--- config.mk ---
export PLATFORM = sky130hd
export DESIGN_NAME = f32_op_scheduler_flat
export DESIGN_NICKNAME = d
export VERILOG_FILES = /design/src/rtl/f32_op_scheduler_if.sv /design/src/rtl/f32_op_scheduler.sv /design/src/flat_wrapper.sv
export SDC_FILE = /design/constraint.sdc
export NUM_CORES = 1
export LEC_CHECK = 0
export ABC_AREA = 1
export BUFFER_PORTS_ARGS = -buffer_cell sky130_fd_sc_hd__buf_4
export CAP_MARGIN = 20
export CORE_UTILIZATION = 40
export CTS_BUF_LIST = sky130_fd_sc_hd__clkbuf_16
export CTS_CLUSTER_DIAMETER = 50
export DETAILED_ROUTE_END_ITERATION = 10
export PLACE_DENSITY = 0.81
export SLEW_MARGIN = 10
export SYNTH_ARGS = -nofsm -noshare
export SYNTH_HDL_FRONTEND = slang
export SYNTH_SLANG_ARGS = --single-unit
--- constraint.sdc ---
create_clock -name CLK -period 5.3 [get_ports CLK]
set_clock_uncertainty 0.1 [all_clocks]
set_input_delay 0.53 -clock CLK [delete_from_list [all_inputs] [get_ports CLK]]
set_output_delay 0.53 -clock CLK [all_outputs]
set_load 0.05 [all_outputs]
--- src/rtl/f32_op_scheduler_if.sv ---
// Requester and adder-side signals of the float32 operation scheduler.
// The scheduler uses the slave modport; requesters plus the adder use the master modport.
interface f32_op_scheduler_if #(
  parameter int N     = 2,
  parameter int CNT_W = 16
);
  logic [N-1:0]      REQ;
  logic [32*N-1:0]   REQ_A;
  logic [32*N-1:0]   REQ_B;
  logic [N-1:0]      REQ_OP;
  logic [N-1:0]      DONE;
  logic [2:0]        GNT_ID;
  logic [31:0]       RES;
  logic              RES_OVF;
  logic              RES_UNF;
  logic              BUSY;
  logic [31:0]       ADD_A;
  logic [31:0]       ADD_B;
  logic              ADD_OP;
  logic [31:0]       ADD_R;
  logic              ADD_OVF;
  logic              ADD_UNF;
  logic              STICKY_OVF;
  logic              STICKY_UNF;
  logic [CNT_W-1:0]  OP_COUNT;

  modport slave (
    input  REQ, REQ_A, REQ_B, REQ_OP, ADD_R, ADD_OVF, ADD_UNF,
    output DONE, GNT_ID, RES, RES_OVF, RES_UNF, BUSY,
           ADD_A, ADD_B, ADD_OP, STICKY_OVF, STICKY_UNF, OP_COUNT
  );

  modport master (
    output REQ, REQ_A, REQ_B, REQ_OP, ADD_R, ADD_OVF, ADD_UNF,
    input  DONE, GNT_ID, RES, RES_OVF, RES_UNF, BUSY,
           ADD_A, ADD_B, ADD_OP, STICKY_OVF, STICKY_UNF, OP_COUNT
  );
endinterface

--- src/rtl/f32_op_scheduler.sv ---
// Round-robin sharing of one combinational float32 adder-subtractor between N requesters,
// with settle-time sequencing, result/flag capture, sticky flags and a saturating op counter.
module f32_op_scheduler #(
  parameter int N      = 2,
  parameter int SETTLE = 2,
  parameter int CNT_W  = 16
) (
  input  logic              CLK,
  input  logic              RESET,
  f32_op_scheduler_if.slave bus
);
  localparam int         SW = (SETTLE < 2) ? 1 : $clog2(SETTLE + 1);
  localparam logic [3:0] NL = 4'(N);

  typedef enum logic [1:0] {S_IDLE, S_WAIT, S_DONE} state_t;

  state_t           r_state;
  state_t           w_state_nxt;
  logic [2:0]       r_gnt;
  logic [2:0]       r_ptr;
  logic [SW-1:0]    r_cnt;
  logic [31:0]      r_res;
  logic             r_res_ovf;
  logic             r_res_unf;
  logic [31:0]      r_add_a;
  logic [31:0]      r_add_b;
  logic             r_add_op;
  logic             r_sticky_ovf;
  logic             r_sticky_unf;
  logic [CNT_W-1:0] r_op_count;

  logic [N-1:0]     w_rot;
  logic             w_found;
  logic [2:0]       w_off;
  logic [3:0]       w_sum;
  logic [2:0]       w_win;
  logic [31:0]      w_win_a;
  logic [31:0]      w_win_b;
  logic             w_win_op;
  logic             w_capture;
  logic [N-1:0]     w_done;

  // Rotate requests so bit 0 is the pointer position; the first set bit is the winner's offset.
  always_comb begin : arb
    w_rot   = N'({bus.REQ, bus.REQ} >> r_ptr);
    w_found = 1'b0;
    w_off   = '0;
    for (int unsigned k = 0; k < N; k++) begin
      if (!w_found && w_rot[k]) begin
        w_found = 1'b1;
        w_off   = 3'(k);
      end
    end
    w_sum = {1'b0, r_ptr} + {1'b0, w_off};
    w_win = (w_sum >= NL) ? 3'(w_sum - NL) : w_sum[2:0];
  end

  always_comb begin : opsel
    w_win_a  = '0;
    w_win_b  = '0;
    w_win_op = 1'b0;
    for (int unsigned k = 0; k < N; k++) begin
      if (3'(k) == w_win) begin
        w_win_a  = bus.REQ_A[32*k +: 32];
        w_win_b  = bus.REQ_B[32*k +: 32];
        w_win_op = bus.REQ_OP[k];
      end
    end
  end

  always_comb begin : fsm
    w_state_nxt = r_state;
    w_capture   = 1'b0;
    w_done      = '0;
    unique case (r_state)
      S_IDLE: begin
        if (w_found) w_state_nxt = S_WAIT;
      end
      S_WAIT: begin
        if (r_cnt == SW'(1)) begin
          w_capture   = 1'b1;
          w_state_nxt = S_DONE;
        end
      end
      S_DONE: begin
        w_state_nxt = S_IDLE;
        for (int unsigned k = 0; k < N; k++) begin
          w_done[k] = (3'(k) == r_gnt);
        end
      end
      default: w_state_nxt = S_IDLE;
    endcase
  end

  always_ff @(posedge CLK) begin
    if (RESET) begin
      r_state      <= S_IDLE;
      r_gnt        <= '0;
      r_ptr        <= '0;
      r_cnt        <= '0;
      r_res        <= '0;
      r_res_ovf    <= 1'b0;
      r_res_unf    <= 1'b0;
      r_add_a      <= '0;
      r_add_b      <= '0;
      r_add_op     <= 1'b0;
      r_sticky_ovf <= 1'b0;
      r_sticky_unf <= 1'b0;
      r_op_count   <= '0;
    end else begin
      r_state <= w_state_nxt;
      if (r_state == S_IDLE && w_found) begin
        r_add_a  <= w_win_a;
        r_add_b  <= w_win_b;
        r_add_op <= w_win_op;
        r_gnt    <= w_win;
        r_cnt    <= SW'(SETTLE);
      end
      if (r_state == S_WAIT) begin
        r_cnt <= r_cnt - SW'(1);
      end
      if (w_capture) begin
        r_res        <= bus.ADD_R;
        r_res_ovf    <= bus.ADD_OVF;
        r_res_unf    <= bus.ADD_UNF;
        r_sticky_ovf <= r_sticky_ovf | bus.ADD_OVF;
        r_sticky_unf <= r_sticky_unf | bus.ADD_UNF;
        if (r_op_count != '1) r_op_count <= r_op_count + CNT_W'(1);
      end
      if (r_state == S_DONE) begin
        r_ptr <= (r_gnt == 3'(N - 1)) ? '0 : r_gnt + 3'd1;
      end
    end
  end

  assign bus.DONE       = w_done;
  assign bus.GNT_ID     = r_gnt;
  assign bus.RES        = r_res;
  assign bus.RES_OVF    = r_res_ovf;
  assign bus.RES_UNF    = r_res_unf;
  assign bus.BUSY       = (r_state != S_IDLE);
  assign bus.ADD_A      = r_add_a;
  assign bus.ADD_B      = r_add_b;
  assign bus.ADD_OP     = r_add_op;
  assign bus.STICKY_OVF = r_sticky_ovf;
  assign bus.STICKY_UNF = r_sticky_unf;
  assign bus.OP_COUNT   = r_op_count;
endmodule

--- src/flat_wrapper.sv ---
// flat-port wrapper written by rule: the top's interface ports become plain ports
module f32_op_scheduler_flat 
#(
  parameter int N      = 2,
  parameter int SETTLE = 2,
  parameter int CNT_W  = 16
)
  (CLK, RESET, bus_REQ, bus_REQ_A, bus_REQ_B, bus_REQ_OP, bus_ADD_R, bus_ADD_OVF, bus_ADD_UNF, bus_DONE, bus_GNT_ID, bus_RES, bus_RES_OVF, bus_RES_UNF, bus_BUSY, bus_ADD_A, bus_ADD_B, bus_ADD_OP, bus_STICKY_OVF, bus_STICKY_UNF, bus_OP_COUNT);
  f32_op_scheduler_if #(.N(N), .CNT_W(CNT_W)) bus_i ();
  input  logic CLK;
  input  logic RESET;
  input wire logic [$bits(bus_i.REQ)-1:0] bus_REQ;
  input wire logic [$bits(bus_i.REQ_A)-1:0] bus_REQ_A;
  input wire logic [$bits(bus_i.REQ_B)-1:0] bus_REQ_B;
  input wire logic [$bits(bus_i.REQ_OP)-1:0] bus_REQ_OP;
  input wire logic [$bits(bus_i.ADD_R)-1:0] bus_ADD_R;
  input wire logic [$bits(bus_i.ADD_OVF)-1:0] bus_ADD_OVF;
  input wire logic [$bits(bus_i.ADD_UNF)-1:0] bus_ADD_UNF;
  output wire logic [$bits(bus_i.DONE)-1:0] bus_DONE;
  output wire logic [$bits(bus_i.GNT_ID)-1:0] bus_GNT_ID;
  output wire logic [$bits(bus_i.RES)-1:0] bus_RES;
  output wire logic [$bits(bus_i.RES_OVF)-1:0] bus_RES_OVF;
  output wire logic [$bits(bus_i.RES_UNF)-1:0] bus_RES_UNF;
  output wire logic [$bits(bus_i.BUSY)-1:0] bus_BUSY;
  output wire logic [$bits(bus_i.ADD_A)-1:0] bus_ADD_A;
  output wire logic [$bits(bus_i.ADD_B)-1:0] bus_ADD_B;
  output wire logic [$bits(bus_i.ADD_OP)-1:0] bus_ADD_OP;
  output wire logic [$bits(bus_i.STICKY_OVF)-1:0] bus_STICKY_OVF;
  output wire logic [$bits(bus_i.STICKY_UNF)-1:0] bus_STICKY_UNF;
  output wire logic [$bits(bus_i.OP_COUNT)-1:0] bus_OP_COUNT;
  assign bus_i.REQ = bus_REQ;
  assign bus_i.REQ_A = bus_REQ_A;
  assign bus_i.REQ_B = bus_REQ_B;
  assign bus_i.REQ_OP = bus_REQ_OP;
  assign bus_i.ADD_R = bus_ADD_R;
  assign bus_i.ADD_OVF = bus_ADD_OVF;
  assign bus_i.ADD_UNF = bus_ADD_UNF;
  assign bus_DONE = bus_i.DONE;
  assign bus_GNT_ID = bus_i.GNT_ID;
  assign bus_RES = bus_i.RES;
  assign bus_RES_OVF = bus_i.RES_OVF;
  assign bus_RES_UNF = bus_i.RES_UNF;
  assign bus_BUSY = bus_i.BUSY;
  assign bus_ADD_A = bus_i.ADD_A;
  assign bus_ADD_B = bus_i.ADD_B;
  assign bus_ADD_OP = bus_i.ADD_OP;
  assign bus_STICKY_OVF = bus_i.STICKY_OVF;
  assign bus_STICKY_UNF = bus_i.STICKY_UNF;
  assign bus_OP_COUNT = bus_i.OP_COUNT;
  f32_op_scheduler #(.N(N), .SETTLE(SETTLE), .CNT_W(CNT_W)) u_core (.CLK(CLK), .RESET(RESET), .bus(bus_i));
endmodule
==> metrics.md, run 1 <==
| Metric | Value |
|---|---|
| Status | completed |
| Hold crit path type | in -> reg |
| Setup TNS | 0 ns |
| Worst setup path class | reg -> reg |
| Hpwl dp | 13,400 um |
| First drt pass iteration count | 5 |
| Worst Path Max Fanout | 69 |
| Hold-fix buffers at CTS | 0 |
| Sw frac | 0.344 |
| Tot Pwr | 0.00308 W |
| Syn Inst Count | 961 |
| Syn_nets | 1,133 |
| Final min period | 2.96 ns |
| WL final | 19,400 um |
| Critical path required time | 5.56 ns |
| Drt drc | 0 |
| Remaining antenna violation count | 0 |
| Starting density of the core | 0.414 |
| Critical path endpoint category | flop |
| Gr usage total | 0.234 |
| Clk slew on worst S/H paths | 0.05 ns |
| Largest cells by area after synthesis | dfxtp_1 40%, nand3_1 16%, nand2_1 12% |
| Slew Viols, Final | 0 |
| Area Growth Syn to Fin | 43.5% |
| I/O pin cnt | 291 |
| Initial DRC count | 432 |
| Clock share of power | 0.349 |
| Initial antenna violation count | 0 |
| CP Launch Type | flop |
| Crit path largest cell delay | 0.61 ns |
| Port Buffers | 290 |
| Most frequent cell after synthesis | nand3_1 |
| Pint | 0.00202 W |
| Via Count | 7,010 |
| Clock tree buffer depth | 2 |
| Sequential power share | 0.355 |
| Rel. slew slack | 0.457 |
| Worst-margin pin slew | 0.815 ns |
| Routed len/inst | 13.5 um |
| RSZ-0062 raised after global routing | false |
| Number of global-route vias before repair | 6,273 |
| Num CTS Buffers | 17 |
| Congestion Overflow GR | 0 |
| Period utilization | 0.559 |
| Row Count | 45 |
| Static leakage | 4.64 nW |
| Logic pwr share | 0.296 |
| Clock latency on the worst-skew pair | 0.41 ns |
| Core area | 15,400 um2 |
| Syn Area/Cell | 6.62 um2 |
| Highest clock rate | 338 MHz |
| #FFs+latches synth | 127 |
| Final Setup Violations | 0 |
| Utilization after layout | 0.594 |
| Critical path, cell by cell | inv_1 > a21oi_1 > nand2_1 > nor2_1 > ha_2 > ha_1 > xor2_1 > a21oi_4 > buf_4 > nand3_1 > nand3_1 > nand2_1 > inv_1 |
| Final Instance Count excl. Fillers | 1,437 |
| Dpl cells | 1,405 |
| Max IR drop VDD | 0.000264 V |
| Post-synth EDFFs | 0 |
| Synth Cell Area | 6360 um2 |
| CTS tree | built |
| Largest net degree at the start of global routing | 72 |
| Asr flop ratio synth | 0 |
| Layout cells sized above 1 | 0.285 |
| Hold Vio Cnt, Final | 0 |
| Pwr/cell area | 338 nW/um2 |
| Post-CTS setup buffers | 0 |
| CP Data Arrival Time | 3.22 ns |
| Area leader, netlist | dfxtp_1 |
| First-pass GRT wire length | 30,300 um |
| Fillers | 1,453 |
| Clk sinks | 127 |
| Root Driver | clkbuf_16 |
| Avg Vias per Cell | 4.88 |
| Nets@finish | 1,386 |
| Top FF cell, synth | dfxtp_1 |
| Die Y | 128 um |
| Switching power | 0.00106 W |
| H-tree depth | 4 |
| Overall die width | 128 um |
| Antenna cell count | 0 |
| Max-Cap Viols | 0 |
| Seq/Total Area, Yosys | 0.400 |
| Commonest cells post-synth | 207 x nand3_1, 197 x nand2_1, 158 x inv_1 |
| Synth cell types | 27 |
| Hold Slack | 0.273 ns |
| Routability cong. | 0.849 |
| Yosys warning total | 0 |
| CTS resizes | 0 |
| Top-area cell type share of the netlist area | 0.400 |
| DIE AREA | 16,400 um2 |
| CP max stage cell | buf_4 |
==> critical path, delay by kind of cell, from the launching register on <==
family	cells	cell delay, ns
AND/OR/NAND/NOR	5	0.57
AO/OA/AOI/OAI	2	0.56
adder cells (fa/ha/maj)	2	0.37
buffers and inverters	3	0.75
flip-flops	1	0.38
XOR/XNOR	1	0.14
==> worst paths after layout <==
path,to,depth (start not counted),slack (ns),startpoint
setup / recovery,u_core.bus.ADD_B[25],13,2.34,u_core.r_ptr[0]
hold / removal,u_core.bus.RES[7],3,0.27,bus_ADD_R[7]
setup reg to reg,u_core.bus.ADD_B[25],13,2.34,u_core.r_ptr[0]
hold reg to reg,u_core.bus.STICKY_UNF,2,0.35,u_core.bus.STICKY_UNF
==> power by group through the flow <==
stage	clock [W]	sequential [W]	combinational, W
finish	0.00108	0.00110	0.000913
global route	0.00115	0.00110	0.000986
CTS	0.00109	0.00109	0.000913
detailed placement	0	0.00111	0.000910
global placement	0	0.00111	0.000903
floorplan	0	0.00140	0.000321
==> cells in the final DEF (no fill, tap or decap) <==
cell / synthesis / layout
nor2_8: 1 / 1
nor2_2: 1 / 1
nand3_1: 207 / 207
ha_2: 0 / 1
ha_1: 4 / 3
buf_12: 0 / 1
a21oi_2: 11 / 10
nand2_2: 7 / 7
nand2_1: 197 / 197
xor2_1: 7 / 7
nand2_4: 1 / 1
xnor2_1: 2 / 2
dfxtp_1: 127 / 127
nand3b_1: 1 / 1
inv_1: 158 / 160
nand4_1: 6 / 6
clkbuf_16: 0 / 17
buf_4: 3 / 296
nor2_4: 2 / 2
a21oi_4: 0 / 1
or2_2: 1 / 1
inv_2: 2 / 3
nor3_1: 1 / 1
o21ai_4: 1 / 1
nor2_1: 40 / 40
clkinv_1: 0 / 5
bufinv_16: 0 / 2
a21oi_1: 111 / 111
o21ai_0: 10 / 10
clkinv_2: 0 / 4
==> area by class of cell <==
type / instances / area (um2) / share of cell area
inverter: 160 / 601 / 0.0658
sequential: 127 / 2540 / 0.279
timing repair buffer: 297 / 2240 / 0.246
multi-input combinational: 611 / 2940 / 0.322
clock buffer: 17 / 425 / 0.0466
clock inverter: 14 / 110 / 0.0121
tap: 211 / 264 / 0.0289
==> flip-flops by register name, indices dropped and copies added (netlist names), 2 cells and up <==
| register | cells |
|---|---|
| u_core.r_cnt | 2 |
| u_core.bus.OP_COUNT | 16 |
| u_core.r_state | 2 |
| u_core.bus.GNT_ID | 3 |
| u_core.bus.ADD_A | 32 |
| u_core.bus.RES | 32 |
| u_core.r_ptr | 3 |
| u_core.bus.ADD_B | 32 |
==> logic make-up (layout without fill, tap and decap cells) <==
kind of cell | after synthesis | after routing | synth area share
buffers and inverters | 223 | 488 | 0.139
DFF | 127 | 127 | 0.400
xor gates and xnor gates | 9 | 9 | 0.0124
AOI/OAI and AO/OA | 133 | 133 | 0.113
and+or+nand+nor | 465 | 465 | 0.328
adders and majority gates | 4 | 4 | 0.00787
==> metrics by stage <==
| step | area, um2 | setup slack, ns |
|---|---|---|
| after global placement | 8570 | 2.29 |
| final | 9130 | 2.34 |
| after CTS | 9110 | 2.38 |
| after global routing | 9130 | 2.07 |
| after detailed placement | 8570 | 2.19 |
| after floorplan | 6360 | 2.88 |
==> layer usage <==
| layer | GRT usage | vias to the layer above | routed length, um |
|---|---|---|---|
| met4 | 0.113 | 0 | 569 |
| met5 | 0 | - | 0 |
| met2 | 0.393 | 269 | 9620 |
| met3 | 0.0822 | 40 | 1610 |
| li1 | - | 3553 | - |
| met1 | 0.263 | 3148 | 7640 |
(Power assumes the default switching activity.)
==> run 2, diff against run 1 <==
- clock period: 5.3 -> 3.06 ns (I/O delays scaled with it)
==> metrics.md, run 2 (synthesis gave the netlist of run 1 again) <==
| Metric | Value |
|---|---|
| Worst path top cell family by delay | simple AND/OR/NAND/NOR gates (was buffers and inverters) |
| Critical path required time | 3.32 ns (was 5.56 ns) |
| Largest net degree at the start of global routing | 80 (was 72) |
| Fillers | 1,412 (was 1,453) |
| Hpwl dp | 13,700 um (was 13,400 um) |
| Routability cong. | 0.879 (was 0.849) |
| CTS resizes | 0 (unchanged) |
| Clock tree buffer depth | 2 (unchanged) |
| Worst hold start | bus_ADD_R[5] (was bus_ADD_R[7]) |
| Placed Area | 8640 um2 (was 8570 um2) |
| Crit path largest cell delay | 0.49 ns (was 0.61 ns) |
| CTS tree | built (unchanged) |
| Post-CTS setup buffers | 0 (unchanged) |
| CP Launch Type | flop (unchanged) |
| WP buf/inv | 4 (was 3) |
| Period utilization | 0.900 (was 0.559) |
| Congestion Overflow GR | 0 (unchanged) |
| Final Instance Count excl. Fillers | 1,440 (was 1,437) |
| Commonest non-fill, non-tap cell in the layout | buf_4 (unchanged) |
| WL final | 19,800 um (was 19,400 um) |
| Die Y | 128 um (unchanged) |
| Fin area | 9270 um2 (was 9130 um2) |
| Pwr/cell area | 610 nW/um2 (was 338 nW/um2) |
| Clock share of power | 0.382 (was 0.349) |
| Routed len/inst | 13.7 um (was 13.5 um) |
| Critical path endpoint category | flop (unchanged) |
| Initial DRC count | 411 (was 432) |
| Highest clock rate | 363 MHz (was 338 MHz) |
| First-pass GRT wire length | 31,200 um (was 30,300 um) |
| Final Setup Violations | 0 (unchanged) |
| Hold Vio Cnt, Final | 0 (unchanged) |
| Logic pwr share | 0.283 (was 0.296) |
| H-tree depth | 4 (unchanged) |
| Number of global-route vias before repair | 6,401 (was 6,273) |
| Drt drc | 0 (unchanged) |
| Avg Vias per Cell | 4.93 (was 4.88) |
| Clk sinks | 127 (unchanged) |
| Dpl cells | 1,408 (was 1,405) |
| Pint | 0.00378 W (was 0.00202 W) |
| Area Growth Syn to Fin | 45.7% (was 43.5%) |
| CP max stage cell | a21oi_4 (was buf_4) |
| Worst setup path class | reg -> reg (unchanged) |
| Initial antenna violation count | 0 (unchanged) |
| Worst Path Max Fanout | 79 (was 69) |
| Overall die width | 128 um (unchanged) |
| Sequential power share | 0.336 (was 0.355) |
| Nets@finish | 1,388 (was 1,386) |
| I/O pin cnt | 291 (unchanged) |
| First drt pass iteration count | 6 (was 5) |
| Clock latency on the worst-skew pair | 0.41 ns (about the same) |
| Gr usage total | 0.240 (was 0.234) |
| Remaining antenna violation count | 0 (unchanged) |
| Most used cell along the critical path | inv_1 |
| Num CTS Buffers | 17 (unchanged) |
| Hold Path End | u_core.bus.RES[5] (was u_core.bus.RES[7]) |
| CP Data Arrival Time | 3.02 ns (was 3.22 ns) |
| Worst-margin pin slew | 0.796 ns (was 0.815 ns) |
| Row Count | 45 (unchanged) |
| Status | completed (unchanged) |
| Static leakage | 4.68 nW (was 4.64 nW) |
| Commonest cells after routing, fill and taps aside | 295 x buf_4, 207 x nand3_1, 197 x nand2_1, 158 x inv_1, 127 x dfxtp_1 (was 296 x buf_4, 207 x nand3_1, 197 x nand2_1, 160 x inv_1, 127 x dfxtp_1) |
| DIE AREA | 16,400 um2 (unchanged) |
| Slew Viols, Final | 0 (unchanged) |
| Starting density of the core | 0.414 (unchanged) |
| Reg-to-Reg Start | u_core.r_ptr[0] (unchanged) |
| Port Buffers | 290 (unchanged) |
| Setup TNS | 0 ns (unchanged) |
| Max IR drop VDD | 0.000385 V (was 0.000264 V) |
| Critical path, cell by cell | inv_1 > nand2_1 > nand3b_1 > inv_1 > nor2_1 > ha_2 > ha_1 > xor2_1 > a21oi_4 > buf_12 > nand3_1 > nand3_1 > nand2_1 > inv_1 (was inv_1 > a21oi_1 > nand2_1 > nor2_1 > ha_2 > ha_1 > xor2_1 > a21oi_4 > buf_4 > nand3_1 > nand3_1 > nand2_1 > inv_1) |
| Clk slew on worst S/H paths | 0.06 ns (was 0.05 ns) |
| Hold-fix buffers at CTS | 0 (unchanged) |
| Rel. slew slack | 0.469 (was 0.457) |
| R2R depth | 14 (was 13) |
| Layout cells sized above 1 | 0.288 (was 0.285) |
| Setup slack, reg-to-reg | 0.31 ns (was 2.34 ns) |
| Reg2reg end | u_core.bus.ADD_A[30] (was u_core.bus.ADD_B[25]) |
| Sw frac | 0.332 (was 0.344) |
| RSZ-0062 raised after global routing | false (unchanged) |
| Switching power | 0.00188 W (was 0.00106 W) |
| Hold crit path type | in -> reg (unchanged) |
| Root Driver | clkbuf_16 (unchanged) |
| Max-Cap Viols | 0 (unchanged) |
| Core area | 15,400 um2 (unchanged) |
| Via Count | 7,094 (was 7,010) |
| Hold Path Stages | 3 (unchanged) |
| Antenna cell count | 0 (unchanged) |
| Final min period | 2.75 ns (was 2.96 ns) |
==> run 2: cell types whose count changed in the layout (fill, tap and decap cells not counted) <==
| cell | change |
|---|---|
| buf_12 | +3 |
| buf_4 | -1 |
| bufinv_16 | +3 |
| clkinv_2 | -3 |
| clkinvlp_4 | +3 |
| inv_1 | -2 |
==> run 2: worst reg2reg max path, stage by stage, from the launching register on <==
cell and delay, ns:
dfxtp_1 0.37, inv_1 0.08, nand2_1 0.07, nand3b_1 0.11, inv_1 0.07, nor2_1 0.05
ha_2 0.17, ha_1 0.20, xor2_1 0.19, a21oi_4 0.49, buf_12 0.35, nand3_1 0.18
nand3_1 0.15, nand2_1 0.06, inv_1 0.05
==> run 2: routing by layer <==
layer / wire, um / GRT usage / up-vias / part of all wire
met5: 0 / 0 / - / 0
met4: 587 / 0.0976 / 0 / 0.030
met3: 1910 / 0.0902 / 41 / 0.097
met2: 9640 / 0.405 / 290 / 0.49
met1: 7640 / 0.272 / 3207 / 0.39
li1: - / - / 3556 / -
==> run 2: how the worst max path moves through the flow <==
stage                    startpoint              endpoint  cells after the start  slack (ns)
6_report            u_core.r_ptr[0]  u_core.bus.ADD_A[30]                     14        0.31
5_1_grt             u_core.r_ptr[0]  u_core.bus.ADD_A[30]                     13        0.15
4_1_cts             u_core.r_ptr[0]  u_core.bus.ADD_A[30]                     14        0.33
3_5_place_dp             bus_REQ[0]  u_core.bus.ADD_B[12]                     15        0.33
3_3_place_gp             bus_REQ[1]  u_core.bus.ADD_B[14]                     15        0.50
2_1_floorplan  u_core.bus.GNT_ID[2]           bus_DONE[0]                      3        0.86
==> run 2: area by class of cell <==
type,instances,area [um2],share of cell area
inverter,160,601,0.0648
multi-input combinational,611,2940,0.317
tap,211,264,0.0285
clock inverter,15,200,0.0216
sequential,127,2540,0.274
clock buffer,17,425,0.0459
timing repair buffer,299,2290,0.248
==> run 2: through the flow <==
step                      utilization  total power [W]  setup slack (ns)  hold WS [ns]
after floorplan                     -          0.00298             0.860         0.333
after global placement          0.562          0.00350             0.498         0.338
after detailed placement        0.562          0.00353             0.331         0.341
after CTS                       0.603          0.00569             0.332        0.0279
after global routing            0.603          0.00591             0.145        0.0377
final                           0.603          0.00566             0.306        0.0409
==> run 2: power groups by stage <==
stage / registers [W] / clock network, W / logic, W
2_1_floorplan: 0.00242 / 0 / 0.000556
3_3_place_gp: 0.00192 / 0 / 0.00158
3_5_place_dp: 0.00193 / 0 / 0.00160
4_1_cts: 0.00190 / 0.00219 / 0.00160
5_1_grt: 0.00192 / 0.00227 / 0.00172
6_report: 0.00190 / 0.00216 / 0.00160
==> run 3, diff against run 2 <==
- clock period: 3.06 -> 3.15 ns (I/O delays scaled with it)
==> metrics.md, run 3 (synthesis gave the netlist of run 1 again) <==
| Metric | Value |
|---|---|
| Commonest non-fill, non-tap cell in the layout | buf_4 (unchanged) |
| CP Launch Type | flop (unchanged) |
| Critical path required time | 3.40 ns (was 3.32 ns) |
| Fillers | 1,452 (was 1,412) |
| Row Count | 45 (unchanged) |
| Pwr/cell area | 571 nW/um2 (was 610 nW/um2) |
| Grt peak-use layer | met2 (unchanged) |
| Final Setup Violations | 0 (unchanged) |
| Initial antenna violation count | 0 (unchanged) |
| Worst-margin pin slew | 0.818 ns (was 0.796 ns) |
| Antenna cell count | 0 (unchanged) |
| Hold crit path type | in -> reg (unchanged) |
| RSZ-0062 raised after global routing | false (unchanged) |
| Final min period | 2.47 ns (was 2.75 ns) |
| Congestion Overflow GR | 0 (unchanged) |
| Routability cong. | 0.851 (was 0.879) |
| Remaining antenna violation count | 0 (unchanged) |
| Critical path endpoint category | flop (unchanged) |
| Hold-fix buffers at CTS | 0 (unchanged) |
| Met2 Resource Use GR | 0.397 (was 0.405) |
| Number of global-route vias before repair | 6,252 (was 6,401) |
| Clock latency on the worst-skew pair | 0.41 ns (about the same) |
| Slew Viols, Final | 0 (unchanged) |
| CTS tree | built (unchanged) |
| Starting density of the core | 0.414 (unchanged) |
| CP Data Arrival Time | 2.72 ns (was 3.02 ns) |
| Worst Path Max Fanout | 130 (was 79) |
| Highest clock rate | 406 MHz (was 363 MHz) |
| Worst setup path class | reg -> reg (unchanged) |
| Hold Vio Cnt, Final | 0 (unchanged) |
| Num CTS Buffers | 17 (unchanged) |
| Period utilization | 0.783 (was 0.900) |
| Clk sinks | 127 (unchanged) |
| Rel. slew slack | 0.454 (was 0.469) |
| Met3 usage | 0.0864 (was 0.0902) |
| First-pass GRT wire length | 30,300 um (was 31,200 um) |
| Area of the multi-input gates | 2940 um2 (unchanged) |
| Post-CTS setup buffers | 0 (unchanged) |
| Max-Cap Viols | 0 (unchanged) |
| Largest net degree at the start of global routing | 131 (was 80) |
| H-tree depth | 4 (unchanged) |
| Layout cells sized above 1 | 0.288 (about the same) |
| Initial DRC count | 359 (was 411) |
| Status | completed (unchanged) |
| Routed len/inst | 13.6 um (was 13.7 um) |
| Storage cell area | 2540 um2 (unchanged) |
| DIE AREA | 16,400 um2 (unchanged) |
| Core area | 15,400 um2 (unchanged) |
| Hold Slack | 0.0636 ns (was 0.0409 ns) |
| First drt pass iteration count | 4 (was 6) |
| Clock tree buffer depth | 2 (unchanged) |
| Area Growth Syn to Fin | 44.6% (was 45.7%) |
| Via Count | 6,982 (was 7,094) |
| Clk slew on worst S/H paths | 0.06 ns (about the same) |
| CTS resizes | 0 (unchanged) |
| Setup TNS | 0 ns (unchanged) |
| Nets@finish | 1,390 (was 1,388) |
| Drt drc | 0 (unchanged) |
| Static leakage | 4.65 nW (was 4.68 nW) |
| Root Driver | clkbuf_16 (unchanged) |
| Die Y | 128 um (unchanged) |
| Gr usage total | 0.233 (was 0.240) |
| I/O pin cnt | 291 (unchanged) |
| Commonest cells after routing, fill and taps aside | 298 x buf_4, 207 x nand3_1, 197 x nand2_1, 159 x inv_1, 127 x dfxtp_1 (was 295 x buf_4, 207 x nand3_1, 197 x nand2_1, 158 x inv_1, 127 x dfxtp_1) |
| Overall die width | 128 um (unchanged) |
| WL final | 19,600 um (was 19,800 um) |
| Global Route met1 Usage | 0.257 (was 0.272) |
| Hpwl dp | 13,700 um (about the same) |
| Avg Vias per Cell | 4.84 (was 4.93) |
| Max IR drop VDD | 0.000428 V (was 0.000385 V) |
| Port Buffers | 290 (unchanged) |
[run 3: changes by cell type in the layout (fill, tap and decap cells not counted)]
cell | previous run | this run
clkinv_2 | 1 | 0
buf_4 | 295 | 298
clkinvlp_4 | 3 | 4
bufinv_16 | 5 | 2
clkinv_1 | 5 | 6
buf_12 | 4 | 3
inv_6 | 0 | 1
inv_1 | 158 | 159
[run 3: cell type report]
type,instances,area share
clock buffer,17,0.0462
sequential,127,0.276
multi-input combinational,611,0.320
tap,211,0.0287
inverter,160,0.0653
clock inverter,15,0.0140
timing repair buffer,301,0.250
[run 3: critical path: stages, from the launching register on]
cell and delay, ns:
dfxtp_1 0.37, inv_1 0.08, nand2_1 0.07, nand3b_1 0.08
inv_1 0.06, nor2_1 0.04, ha_2 0.17, ha_1 0.20
xor2_1 0.20, a21oi_4 0.18, buf_12 0.37, nand3_1 0.17
nand3_1 0.14, nand2_1 0.07, inv_1 0.06
[run 3: worst paths after layout]
check,from,endpoint,slack (ns),cells past startpoint
hold reg to reg,u_core.bus.STICKY_UNF,u_core.bus.STICKY_UNF,0.36,2
setup reg to reg,u_core.r_ptr[0],u_core.bus.ADD_A[20],0.68,14
hold / removal,bus_ADD_R[0],u_core.bus.RES[0],0.06,3
setup / recovery,u_core.r_ptr[0],u_core.bus.ADD_A[20],0.68,14
[run 3: where the power goes]
part / switching (W) / internal (W) / leakage, nW
logic: 0.00102 / 0.000528 / 3.35
clock network: 0.000716 / 0.00114 / 0.263
registers: 0.0000865 / 0.00176 / 1.04
[run 3: per-layer routing]
metal	vias up	part of all wire	wire, um
met4	0	0.035	682
met1	3106	0.39	7670
met3	49	0.086	1680
li1	3565	-	-
met2	262	0.49	9550
met5	-	0	0
[run 3: per-stage QoR]
step	area, um2	utilization	cells	total power, W	worst slack (ns)
after floorplan	6360	-	961	0.00289	0.941
after global placement	8650	0.563	1410	0.00340	0.798
after detailed placement	8650	0.563	1410	0.00342	0.731
after CTS	9200	0.599	1442	0.00529	0.684
after global routing	9200	0.599	1442	0.00549	0.443
final	9200	0.599	1442	0.00525	0.684
